===== config.mk =====
export PLATFORM = sky130hd
export DESIGN_NAME = kogge_stone_add4
export DESIGN_NICKNAME = d
export VERILOG_FILES = /design/src/rtl/ks_pkg.sv /design/src/rtl/ks_gp_cell.sv /design/src/rtl/kogge_stone_add4.sv
export SDC_FILE = /design/constraint.sdc
export NUM_CORES = 1
export LEC_CHECK = 0
export CORE_AREA = 2 2 39 41
export CTS_CLUSTER_DIAMETER = 120
export DETAILED_ROUTE_END_ITERATION = 10
export DIE_AREA = 0 0 41 43
export PLACE_DENSITY = 0.76
export SLEW_MARGIN = 20
export SYNTH_ARGS = -nofsm -noshare
export SYNTH_HDL_FRONTEND = slang
export SYNTH_SLANG_ARGS = --single-unit

===== constraint.sdc =====
create_clock -name clk -period 1.8 [get_ports clk]
set_clock_uncertainty 0.15 [all_clocks]
set_input_delay 0.36 -clock clk [delete_from_list [all_inputs] [get_ports clk]]
set_output_delay 0.36 -clock clk [all_outputs]
set_load 0.05 [all_outputs]

===== src/rtl/ks_pkg.sv =====
// Shared constants and the generate/propagate pair type for the 4-bit Kogge-Stone adder.
// The adder top is kogge_stone_add4. Defining KS4_OVF_EN adds the signed-overflow outputs ovf and ovf_q.
package ks_pkg;

  localparam int WIDTH  = 4;
  localparam int LEVELS = 2;

  typedef struct packed {
    logic g;
    logic p;
  } gp_t;

  function automatic gp_t gp_leaf(input logic a_bit, input logic b_bit);
    gp_t r;
    r.g = a_bit & b_bit;
    r.p = a_bit ^ b_bit;
    return r;
  endfunction

endpackage


===== src/rtl/ks_gp_cell.sv =====
// Black prefix cell that merges a high (G,P) group with the adjacent low group.
// A grey cell is this same cell with its P output left unused.
module ks_gp_cell
  import ks_pkg::*;
(
  input  gp_t hi,
  input  gp_t lo,
  output gp_t out
);

  assign out.g = hi.g | (hi.p & lo.g);
  assign out.p = hi.p & lo.p;

endmodule


===== src/rtl/kogge_stone_add4.sv =====
// 4-bit Kogge-Stone adder with a combinational result and a 1-cycle registered copy.
// Defining KS4_OVF_EN adds the signed-overflow outputs ovf (comb) and ovf_q (registered).
module kogge_stone_add4
  import ks_pkg::*;
(
  input  logic             clk,
  input  logic             rst_n,
  input  logic [WIDTH-1:0] a,
  input  logic [WIDTH-1:0] b,
  input  logic             cin,
  input  logic             in_valid,
  output logic [WIDTH-1:0] sum,
  output logic             cout,
  output logic [WIDTH-1:0] sum_q,
  output logic             cout_q,
  output logic             out_valid
`ifdef KS4_OVF_EN
  ,
  output logic             ovf,
  output logic             ovf_q
`endif
);

  gp_t [WIDTH-1:0]  gp [0:LEVELS];
  logic [WIDTH-1:0] prop;
  logic [WIDTH-1:0] carry;
  logic [WIDTH-1:0] top_p_unused;

  logic [WIDTH-1:0] sum_p1;
  logic             cout_p1;
  logic             vld_p1;

  genvar i, lv;

  // Level 0: per-bit generate/propagate, with cin folded into bit 0's generate
  for (i = 0; i < WIDTH; i++) begin : g_leaf
    assign prop[i] = a[i] ^ b[i];
    if (i == 0) begin : g_bit0
      assign gp[0][i].g = (a[i] & b[i]) | (prop[i] & cin);
      assign gp[0][i].p = prop[i];
    end else begin : g_bitn
      assign gp[0][i] = gp_leaf(a[i], b[i]);
    end
  end

  for (lv = 1; lv <= LEVELS; lv++) begin : g_level
    localparam int SPAN = 1 << (lv - 1);
    for (i = 0; i < WIDTH; i++) begin : g_col
      if (i >= SPAN) begin : g_cell
        ks_gp_cell u_cell (
          .hi  (gp[lv-1][i]),
          .lo  (gp[lv-1][i-SPAN]),
          .out (gp[lv][i])
        );
      end else begin : g_pass
        assign gp[lv][i] = gp[lv-1][i];
      end
    end
  end

  // After the last level every group reaches bit 0, so G is the carry and P is dead
  for (i = 0; i < WIDTH; i++) begin : g_carry
    assign carry[i]        = gp[LEVELS][i].g;
    assign top_p_unused[i] = gp[LEVELS][i].p;
  end

  assign sum  = prop ^ {carry[WIDTH-2:0], cin};
  assign cout = carry[WIDTH-1];

  // Stage p0 -> p1: registered result, captured only when the input is qualified
  always_ff @(posedge clk or negedge rst_n) begin
    if (!rst_n) begin
      vld_p1  <= 1'b0;
      sum_p1  <= '0;
      cout_p1 <= 1'b0;
    end else begin
      vld_p1 <= in_valid;
      if (in_valid) begin
        sum_p1  <= sum;
        cout_p1 <= cout;
      end
    end
  end

  assign sum_q     = sum_p1;
  assign cout_q    = cout_p1;
  assign out_valid = vld_p1;

`ifdef KS4_OVF_EN
  logic ovf_p1;

  assign ovf = carry[WIDTH-2] ^ carry[WIDTH-1];

  always_ff @(posedge clk or negedge rst_n) begin
    if (!rst_n) begin
      ovf_p1 <= 1'b0;
    end else if (in_valid) begin
      ovf_p1 <= ovf;
    end
  end

  assign ovf_q = ovf_p1;
`endif

endmodule


# Word level (Yosys, flattened, before mapping)
# Index checks and enable logic that the tools add are counted.
# word_totals
ff_bits	6
output_inout_bits	11
word_cells	26
# op_classes
bitwise	23
# op_table
op	n
1-bit bitwise AND	12
1-bit bitwise OR	6
1-bit XOR	4
4-bit XOR	1

# Longest topological paths before layout
# logic_depth
word_depth	7
mapped_depth	5
mapped_depth_nobuf	5

# By module
# Synthesis repeated with hierarchy kept, for this count alone.
# unflattened
hier_cells	29
hier_area_um2	377.9
# modules_own_cells
module	instances	cells_each	area_per_inst_um2	seq_area_each_um2
kogge_stone_add4	1	19	302.8	150.1
ks_gp_cell	5	2	15.0	0.0

# Worst setup path after synthesis
# Ideal clock, no wire load.
# synth_timing
kind	input to output
startpoint	in a[0]
endpoint	out sum[2]
t_arrival_ns	2.022
slack_ns	-0.732
path_stages	3
path_buffers	0
path_cell_list	fa_1 -> fa_1 -> xor2_1
# synth_via
elab_chain_len	6
word_cells_on_any_way	7
# synth_rtl
item	line	source
start, declared	kogge_stone_add4.sv:8	input logic [WIDTH-1:0] a,
1-bit XOR	kogge_stone_add4.sv:37	assign prop[i] = a[i] ^ b[i];
1-bit bitwise AND	kogge_stone_add4.sv:39	assign gp[0][i].g = (a[i] & b[i]) | (prop[i] & cin);
1-bit bitwise OR (*)	kogge_stone_add4.sv:39	
1-bit bitwise AND (*)	ks_gp_cell.sv:11	assign out.g = hi.g | (hi.p & lo.g);
1-bit bitwise OR (*)	ks_gp_cell.sv:11	
4-bit XOR (*)	kogge_stone_add4.sv:67	assign sum = prop ^ {carry[WIDTH-2:0], cin};
end, declared	kogge_stone_add4.sv:12	output logic [WIDTH-1:0] sum,
# Mark *: on every way between the ends. The rest lies on a longest branch, timed or not.

# Worst setup path in the final report
# Ends and elaborated chain as after synthesis.

==> results <==
## per-layer routing
metal	GRT usage	share of wire	up-vias
li1	-	-	173
met1	0.142	0.38	160
met2	0.203	0.51	19
met3	0.0262	0.091	2
met4	0.100	0.014	0
met5	0	0	-
## worst paths after layout
kind	from	endpoint	slack, ns	cells past startpoint
setup / recovery	a[0]	sum[2]	-0.44	6
min in group clk	sum_q[0]	sum_q[0]	0.34	1
hold / removal	rst_n	out_valid	0.20	1
hold reg to reg	sum_q[0]	sum_q[0]	0.34	1
max in group asynchronous	rst_n	cout_q	1.09	1
setup reg to reg	sum_q[0]	sum_q[0]	0.89	1
## through the flow
step	util	hold WS, ns	power (uW)	area, um2
6_report	0.599	0.195	743	828
5_1_grt	0.599	0.215	779	828
4_1_cts	0.562	0.199	727	778
3_5_place_dp	0.522	0.339	583	722
3_3_place_gp	0.522	0.324	577	722
2_1_floorplan	-	-0.0856	412	414
## placed cells by master (no fill, tap or decap), types with 2 or more instances in the layout
cell,instances
dlygate4sd2_1,4
nor2_1,3
mux2_4,2
ha_4,2
fa_2,2
buf_4,14
clkbuf_4,3
clkdlybuf4s50_1,2
a21oi_4,3
buf_12,4
buf_6,5
dfrtp_1,6
## power breakdown
group	switching [uW]	total [uW]	leakage [uW]	internal [uW]
clock network	49.5	125	0.0000138	75.5
registers	12.0	169	0.0000703	157
logic	245	448	0.000289	203
## kinds of logic (layout without fill, tap and decap cells)
| family | Yosys count | after routing |
|---|---|---|
| AND/OR/NAND/NOR | 7 | 7 |
| flip-flops | 6 | 6 |
| adder cells (fa/ha/maj) | 5 | 5 |
| AO/OA/AOI/OAI | 5 | 5 |
| multiplexers | 3 | 3 |
| buffers and inverters | 2 | 37 |
| XOR/XNOR | 1 | 1 |
## registers in the layout (all words and copies together) (netlist names)
name	count
cout_q	1
sum_q	4
out_valid	1
## what timing repair did
action                                  4_1_cts  5_1_grt
hold endpoints to repair                      0        0
pin swaps                                     8        6
resized for setup                            27        9
buffers inserted                              2        2
endpoints found under the setup margin        9        4
## final cells by class
| class | count | area (um2) | share of cell area |
|---|---|---|---|
| timing repair buffer | 32 | 317 | 0.382 |
| multi-input combinational | 21 | 312 | 0.376 |
| sequential | 6 | 150 | 0.181 |
| clock buffer | 3 | 22.5 | 0.0272 |
| tap | 16 | 20.0 | 0.0242 |
| inverter | 2 | 7.51 | 0.00906 |
==> impl_metrics.ini <==
[finish]
syn_to_final_growth_pct = 133
nNetsFinal = 83
n_antenna_cell = 0
drive_above_1_share = 0.688
fillers = 115
fin_cells = 80

[synth]
synth_most_common_cell = dfrtp_1
ys_types = 15
netlist.area_leader.share = 0.423
synthesis.area_um2 = 355
async_flop_share = 1.00
synth_commonest_cells = dfrtp_1 (6), nor2_1 (4), a21oi_1 (3), ha_1 (3)
synth-xor-area-share = 0.0246
syn_avg_cell_area_um2 = 12.3
synth_top_flop_cell = dfrtp_1
synth.largest_area_cell = dfrtp_1
synth-simple-area-share = 0.0986
syn_nets = 46
synth-edff-count = 0
ys_ff_latch = 6
synthCells = 29
yosysSeqAreaShare = 0.423
yosys_warnings = 0
synth_top_family_by_area = adder cells
yosys-top-cells-area = dfrtp_1 (42%), fa_1 (11%), ha_1 (11%)
synth_compound_area_frac = 0.109
yosys-mux-area-fraction = 0.106
synthAdderAreaFrac = 0.218

[worst_setup_path]
critPathTopFamily = adder cells
cp-start-kind = input port
cp_max_fo = 2
cp_num_buf_inv = 3
worst-setup-path-type = input port to output pin
cp.arrival_ns = 1.73
end_kind = output pin
max_stage_delay_ns = 0.41
cp_data_required_time_ns = 1.29
cp_cell_sequence = buf_6 > fa_2 > fa_2 > buf_6 > xor2_4 > buf_12
cpMaxStageDelayCell = fa_2

[drt]
ant_nets = 0
drc_errors = 0
drt-total-wl_um = 976
wire_per_inst_um = 12.2
via_per_inst = 4.43
drtIter0Drc = 2
vias = 354
drt-pass1-iter-count = 2

[floorplan]
pin_count = 23
die_w_um = 41
die_h_um = 43
fp-row-count = 14
initial_core_util = 0.257
fp.coreArea_mm2 = 0.00138
dieArea_mm2 = 0.00176

[cts]
cts_tree = yes
clk_pin_slew_ns = 0.05
htreeDepth = 1
cts_buffers = 3
clock-root-buffer = clkbuf_4
worstSkewPairLatency_ns = 0.24
hold_buffers = 0
clkSinkCount = 6
clock_path_buffers = 2

[outcome]
failed_checks = negative setup slack
status = complete, but fails checks

[sta]
timing.final.crit_period_ns = 2.24
fin_setup_tns_ns = -1.39
rsz0062_at_grt = yes
fmax_ghz = 0.446
setup_slack_ns = -0.445
hold_viol = 0
worst_pin_slew_ns = 0.274
slew_viol_final = 0
slew-limit-headroom = 0.817
fin_crit_sh = 1.25
finalSetupViolCount = 4

[placed_design]
place.gp.congestion = 0.559
port_buffers = 22
pre_cts_slack_ns = -0.803
dp.cells = 73

[run]
max_cap_viol_count = 0

[power]
peakVddDrop_mv = 0.309
pwr_density_cell_mw_per_mm2 = 897
p_leak_uw = 0.000373

[grt]
grt_pass1_vias = 371
grt_max_degree = 7
grt_pass1_wl_um = 1540
grt-ovfl-total = 0
grt.total_usage = 0.130
antenna_found_initial = 0

[worst_hold_path]
hold_class = input port to async pin
No activity file was read; power rests on OpenSTA's default activity.
